<file path="src/rtl/lights_selector_multi.sv">
// Shared colour sequencer driving N_CH RGB channels with a per-channel chase offset.
// Define LIGHTS_FADE_EN to ramp each component toward its target by FADE_STEP per cycle.
module lights_selector_multi #(
   parameter int N_CH      = 2,
   parameter int CH_BITS   = 8,
   parameter int AUTO_DIV  = 50000000,
   parameter int FADE_STEP = 16
) (
   input  logic                      clk,
   input  logic                      rst_n,
   input  logic [1:0]                mode,
   input  logic                      button,
   output logic [N_CH*3*CH_BITS-1:0] light,
   output logic                      wrap
);

   localparam int LW    = N_CH * 3 * CH_BITS;
   localparam int CNT_W = $clog2(AUTO_DIV);
   localparam logic [CNT_W-1:0] CNT_LAST = CNT_W'(AUTO_DIV - 1);
   localparam logic [2:0]       IDX_FIRST = 3'd1;
   localparam logic [2:0]       IDX_LAST  = 3'd6;

   typedef enum logic [1:0] {
      MODE_WHITE  = 2'b00,
      MODE_MANUAL = 2'b01,
      MODE_AUTO   = 2'b10,
      MODE_OFF    = 2'b11
   } mode_e;

   if (N_CH < 1 || N_CH > 6 || CH_BITS < 1 || AUTO_DIV < 2 || FADE_STEP < 1) begin : g_bad_param
      $error("lights_selector_multi: parameter out of range");
   end

   // Channel k shows the sequence colour k positions ahead, wrapping within 1..6.
   function automatic logic [2:0] chan_code(input logic [2:0] seq_idx, input int k);
      int pos;
      pos = (int'(seq_idx) - 1 + k) % 6;
      return 3'(pos + 1);
   endfunction

   function automatic logic [LW-1:0] seq_pattern(input logic [2:0] seq_idx);
      logic [LW-1:0] pat;
      logic [2:0]    code;
      pat = '0;
      for (int k = 0; k < N_CH; k++) begin
         code = chan_code(seq_idx, k);
         pat[k*3*CH_BITS             +: CH_BITS] = {CH_BITS{code[0]}};
         pat[k*3*CH_BITS + CH_BITS   +: CH_BITS] = {CH_BITS{code[1]}};
         pat[k*3*CH_BITS + 2*CH_BITS +: CH_BITS] = {CH_BITS{code[2]}};
      end
      return pat;
   endfunction

   localparam logic [LW-1:0] RESET_LIGHT = seq_pattern(IDX_FIRST);

   mode_e mode_sel;
   assign mode_sel = mode_e'(mode);

   // ------------------------------------------------------------------
   // Button synchroniser and rising-edge detect
   // ------------------------------------------------------------------
   logic s1, s2, s3;
   logic step_req;

   // NOTE: state registers use non-blocking assignments so every flop samples
   // pre-edge values; blocking here would collapse the synchroniser chain.
   always_ff @(posedge clk or negedge rst_n) begin
      if (!rst_n) begin
         s1 <= 1'b0;
         s2 <= 1'b0;
         s3 <= 1'b0;
      end else begin
         s1 <= button;
         s2 <= s1;
         s3 <= s2;
      end
   end

   assign step_req = s2 & ~s3;

   // ------------------------------------------------------------------
   // Sequencer: index and auto-step divider
   // ------------------------------------------------------------------
   logic [2:0]       idx, idx_next;
   logic [CNT_W-1:0] cnt, cnt_next;
   logic             advance;
   logic             wrap_pend;

   always_ff @(posedge clk or negedge rst_n) begin
      if (!rst_n) begin
         idx       <= IDX_FIRST;
         cnt       <= '0;
         wrap_pend <= 1'b0;
      end else begin
         idx       <= idx_next;
         cnt       <= cnt_next;
         wrap_pend <= advance && (idx == IDX_LAST);
      end
   end

   // NOTE: every signal gets a default before the case so no path leaves it
   // unassigned, which would otherwise infer a latch.
   always_comb begin
      advance  = 1'b0;
      cnt_next = '0;
      case (mode_sel)
         MODE_MANUAL: advance = step_req;
         MODE_AUTO: begin
            if (cnt == CNT_LAST) advance = 1'b1;
            else                 cnt_next = cnt + 1'b1;
         end
         default: ;
      endcase

      idx_next = idx;
      if (advance) idx_next = (idx == IDX_LAST) ? IDX_FIRST : idx + 3'd1;
   end

   // ------------------------------------------------------------------
   // Output stage: target colour, optional fade, registered light bus
   // ------------------------------------------------------------------
   logic [LW-1:0] target;
   logic [LW-1:0] light_next;
   logic [LW-1:0] light_q;
   logic          wrap_q;

   always_comb begin
      case (mode_sel)
         MODE_WHITE: target = '1;
         MODE_OFF:   target = '0;
         default:    target = seq_pattern(idx);
      endcase
   end

`ifdef LIGHTS_FADE_EN
   localparam logic [CH_BITS-1:0] STEP = CH_BITS'(FADE_STEP);

   // Each component closes on its target by STEP, landing exactly on it.
   always_comb begin
      logic [CH_BITS-1:0] cur;
      logic [CH_BITS-1:0] tgt;
      light_next = light_q;
      cur        = '0;
      tgt        = '0;
      for (int c = 0; c < N_CH * 3; c++) begin
         cur = light_q[c*CH_BITS +: CH_BITS];
         tgt = target[c*CH_BITS +: CH_BITS];
         if (tgt > cur)
            light_next[c*CH_BITS +: CH_BITS] = ((tgt - cur) <= STEP) ? tgt : cur + STEP;
         else if (cur > tgt)
            light_next[c*CH_BITS +: CH_BITS] = ((cur - tgt) <= STEP) ? tgt : cur - STEP;
      end
   end
`else
   assign light_next = target;
`endif

   always_ff @(posedge clk or negedge rst_n) begin
      if (!rst_n) begin
         light_q <= RESET_LIGHT;
         wrap_q  <= 1'b0;
      end else begin
         light_q <= light_next;
         wrap_q  <= wrap_pend;
      end
   end

   assign light = light_q;
   assign wrap  = wrap_q;

endmodule

</file>
<file path="config.mk">
export PLATFORM = sky130hd
export DESIGN_NAME = lights_selector_multi
export DESIGN_NICKNAME = d
export VERILOG_FILES = /design/src/rtl/lights_selector_multi.sv
export SDC_FILE = /design/constraint.sdc
export NUM_CORES = 1
export LEC_CHECK = 0
export ABC_AREA = 1
export CAP_MARGIN = 20
export CORE_MARGIN = 4
export CORE_UTILIZATION = 40
export CTS_CLUSTER_DIAMETER = 80
export DETAILED_ROUTE_END_ITERATION = 10
export GPL_TIMING_DRIVEN = 0
export PLACE_DENSITY_LB_ADDON = 0.3
export REMOVE_ABC_BUFFERS = 1
export SYNTH_ARGS = -nofsm -noshare
export SYNTH_HDL_FRONTEND = slang
export SYNTH_SLANG_ARGS = --single-unit
</file>
<file path="constraint.sdc">
create_clock -name clk -period 2.74 [get_ports clk]
set_clock_uncertainty 0.15 [all_clocks]
set_input_delay 0.548 -clock clk [delete_from_list [all_inputs] [get_ports clk]]
set_output_delay 0.548 -clock clk [all_outputs]
set_load 0.01 [all_outputs]
</file>
Word-level counts from Yosys, hierarchy flattened

Cells that the tools add are included.
Widths: inputs -> output; s select.

$add $sub $neg: 6
Multiply operators: 0
Div/mod/pow operators: 2
Order comparisons: 0
Equality and inequality tests: 5
Shifts and indexed selects: 0
Multiplexer cells: 6
Bitwise operators: 2
Reduce and logical (&&, ||, !) cells: 2

Operators by type and width:

| cell                  | number |
|---|---|
| $pmux 48 s2           | 1 |
| $mod 32x4->32 const B | 2 |
| $mux 26               | 2 |
| $add 26x1->26 const B | 1 |
| $eq 26x26->1 const B  | 1 |
| $add 3x2->3 const B   | 2 |
| $add 4x2->5 const B   | 1 |
| $eq 2x2->1 const B    | 2 |
| $sub 3x1->4 const B   | 1 |
| $add 3x1->3 const B   | 1 |
| $eq 3x3->1 const B    | 1 |
| $mux 3                | 1 |
| $eq 2x1->1 const B    | 1 |
| $logic_not 2->1       | 1 |
| $pmux 1 s2            | 1 |
| $and 1x1->1           | 1 |
| $logic_and 1x1->1     | 1 |
| $mux 1                | 1 |
| $not 1->1             | 1 |

Bits in registers: 82
Bits in latches: 0
Memory bits (writable): 0
Bits in read-only memories: 0
Bits of input ports: 5
Output and inout bits: 49
Word-level logic and storage cells: 31
Memories: 0

Logic depth before layout (Yosys ltp)

Word-level depth: 5
Gate-level depth with buffers: 24
Gate-level depth less buffers: 23

Worst setup path after synthesis

OpenSTA, ideal clock, no wires.

Path type: register -> register
Start point: register idx[0]
End point: register light_q[46], in the netlist light[46]
Setup time: 0.121 ns
Arrival: 2.665 ns
Required time: 2.469 ns
Path slack: -0.196 ns
Stages on the path, launching flop included: 20
Buffers on the path: 1
Period minus slack after synthesis: 2.936 ns
Cells stage by stage: dfstp_2 > buf_4 > inv_2 > ha_1 > xnor2_1 > nand2_1 > nand4_1 > nand2_1 > nand2_1 > nand2_1 > ha_1 > nand3_1 > nand2_1 > ha_1 > inv_1 > nand3_1 > nand2_1 > nand2_1 > nand3_1 > nand2_1

Cells in the longest elaborated chain, start to end: 5

Ends and longest elaborated chain:

| what                   | line | RTL |
|---|---|---|
| start, declared        | 84   | `logic [2:0] idx, idx_next;` |
| start signal, assigned | 95   | `idx <= idx_next;` |
| $sub 3x1->4            | 37   | `pos = (int'(seq_idx) - 1 + k) % 6;` |
| $add 4x2->5            | 37   |  |
| $mod 32x4->32          | 37   |  |
| $add 3x2->3            | 38   | `return 3'(pos + 1);` |
| $pmux 48 s2            | 128  | `case (mode_sel)` |
| end signal, assigned   | 163  | `light_q <= light_next;` |
| end, declared          | 124  | `logic [LW-1:0] light_q;` |

Every way passes these cells.
A chain may end at the register's enable or synchronous reset.

Worst setup path in the final report

Ends and elaborated chain as after synthesis.

==> summary.md <==
| Metric | Value |
|---|---|
| Final period util | 1.05 |
| Most common cell after layout, fill and taps aside | nand2_1 |
| IO Pins | 54 |
| Met3 WL | between 150 and 200 um |
| Num CTS Buffers | 5 |
| Top post-synthesis cells by area | dfrtp_1 31%, buf_4 11%, nand2_1 10% |
| Syn Area/Cell | between 7 and 8 sq um |
| Metal2 WL | between 3000 and 4000 um |
| Fraction of layout cells with a size suffix above 1 | 0.290 |
| DP HPWL | around 5000 um |
| Failing checks | setup timing |
| Post-synth cell types | 38 |
| Hold Vio Cnt, Final | 0 |
| Number of vias per cell | around 4.7 |
| Total Wirelength | between 7000 and 8000 um |
| Fill cells | 660 |
| IO buf count | 53 |
| DRT antenna net count | 0 |
| Core area | approximately 0.0073 sq mm |
| Clock-pin slew on the worst setup and hold paths | 0.08 ns |
| Die Span Y | ~95 um |
| Die ar. | 0.00899 sq mm |
| Hold crit path type | flop to flop |
| Highest metal used | met4 |
| VDD IR max | about 630 uV |
| Synth Warn # | 0 |
| Setup CP Type | flop to flop |
| Nets | approximately 470 |
| Area grow syn2layout | 33.1% |
| Post-synth EDFFs | 0 |
| Post-route cell area | 0.00401 sq mm |
| Top_reg_cell synth | dfrtp_1 |
| First-pass GRT wire length | 11600 um |
| CTS Sinks | 40 |
| Worst rel slew slack | 0.621 |
| CTS tree | done |
| Final setup fails | 2 |
| Path depth of the worst reg2reg path | 22 |
| Lkg Pwr | 1.84 nW |
| GPL Wtd Cong | around 0.85 |
| H-tree depth | 2 |
| Slew Limit Fails | 0 |
| Clock Tree Buf Depth | 2 |
| Post-Layout Cell Count | 550 |
| #FFs+latches synth | 40 |
| Status | complete, but fails checks |
| Initial DRC Count | approximately 100 |
| Placed cells | 499 |
| Routed vias | 2593 |
| Detailed-route DRC error count | 0 |
| Total of max-cap violations | 0 |
| Gr ovfl total | 0 |
| Synthesized cell area | 0.00302 sq mm |
| Skew-Pair Late Insertion Delay | between 0.2 and 0.3 ns |
| Gate Count Post-Synth | 394 |
| Total Power | ~3.6 mW |
| Sequential-to-total area share from yosys stat | 0.333 |
| Worst-Margin Slew | about 0.56 ns |
| Antenna diodes | 0 |
| Synth area leader | dfrtp_1 |
| Synth async-reset ratio | 1.00 |
| Post-Place Worst Slack | -0.542 ns |
| Initial antenna violation count | 0 |
| Pwr dens | 908 mW/mm^2 |
| Router iterations before antenna repair | 4 |
| Pin count of the biggest net entering global routing | 28 |
| Clock root cell | clkbuf_8 |
| Placed Instance Area | 0.00333 sq mm |
| Vias in the first global route | about 2600 |
| Worst EP arrival | slightly below 3 ns |
| Worst Hold Depth | 0 |
| Peak Freq | between 0.3 and 0.4 GHz |
| Yosys top cell area share | 0.307 |
| WL/cell | approximately 13 um |
| Critical path launch point type | flop |
| Met1 wire length | around 3400 um |
| Crit path capture type | flop |
| Final TNS setup | -0.247 ns |
| Leading cell types in the layout, fill and taps excluded | 66 x nand2_1, 52 x clkdlybuf4s50_1, 46 x nor2_1 |
| Chip Width | around 95 um |
| Fin crit period | 2.88 ns |
| Worst Path Required | between 2 and 3 ns |
| Initial core utilization | 0.414 |
| RSZ-0062 raised after global routing | yes |
| Worst-path fanout max | 4 |
| PnR worst setup slack | -0.143 ns |
| Gr usage total | 0.161 |
| Rows | 31 |
-- registers in the layout, summed over array words and instances, names as in the netlist --
name	cells
cnt	26
light	6
idx	3
s1	1
s2	1
s3	1
wrap	1
wrap_pend	1
-- path summary, 6_finish.rpt --
path                        start         to  slack [ns]
min reg2reg                    s1         s2        0.21
max reg2reg                idx[0]  light[46]       -0.14
max                        idx[0]  light[46]       -0.14
max in group asynchronous   rst_n  light[39]        1.38
min in group asynchronous   rst_n    cnt[13]        0.53
min                            s1         s2        0.21
-- worst max-delay path, stage by stage, from the launching register on --
cell and delay [ns]:
dfstp_2 0.58, clkinv_4 0.09, ha_4 0.31, inv_2 0.05, nor2_2 0.08, nor2_1 0.06
nand2_2 0.09, nand2_2 0.08, nand2_2 0.10, nand2_1 0.09, nand2_2 0.10, nand2_4 0.07
ha_4 0.16, inv_2 0.04, nand4_1 0.11, inv_1 0.10, nand2_2 0.08, nand2_1 0.10
nand2_2 0.09, nand2_2 0.08, nand2_2 0.06, nand3_2 0.06, nand2_1 0.05
-- per-layer routing --
metal	track usage	up-vias
li1	-	1302
met1	0.219	1238
met2	0.266	47
met3	0.0263	6
met4	0.0409	0
met5	0	-
-- layout make-up --
class,count,area [sq um],share of cell area
clock inverters,2,35.0,0.00873
multi-input cells,255,1670,0.416
inverters,51,208,0.0517
clock buffers,6,72.6,0.0181
well taps,99,124,0.0309
repair buffers,97,898,0.224
flip-flops and latches,40,1010,0.251
-- cells in the mapped netlist (8+ instances only) --
library cell	number
xor2_1	10
inv_1	44
nand2_1	81
dfrtp_1	37
ha_1	17
nand4_1	12
nand3_1	25
buf_4	43
nor3_1	8
nor2_1	48
-- cells by family after synthesis --
family,count (synthesis),synth area share
other,1,0.00124
AO/OA/AOI/OAI,16,0.0336
AND/OR/NAND/NOR,209,0.347
flip-flops,40,0.333
XOR/XNOR,12,0.0348
adder cells (fa/ha/maj),17,0.0705
buffers and inverters,99,0.180
-- power by group --
group	internal, mW	switching (mW)	total, mW
Clock	0.271	0.211	0.482
Sequential	0.653	0.0832	0.736
Combinational	1.31	1.12	2.43
-- stage by stage --
step	utilization	hold slack, ns
2_1_floorplan	-	0.102
3_3_place_gp	0.455	0.185
3_5_place_dp	0.457	0.191
4_1_cts	0.534	0.216
5_1_grt	0.550	0.219
6_report	0.550	0.211
-- timing repair --
| item | 4_1_cts | 5_1_grt |
|---|---|---|
| buffers inserted | 36 | 7 |
| hold endpoints to repair | 9 | 0 |
| pin swaps | 31 | 23 |
| setup endpoints to repair | 4 | 3 |
| hold buffers | 1 | 0 |
| resized for setup | 40 | 18 |
(Power assumes the default switching activity.)
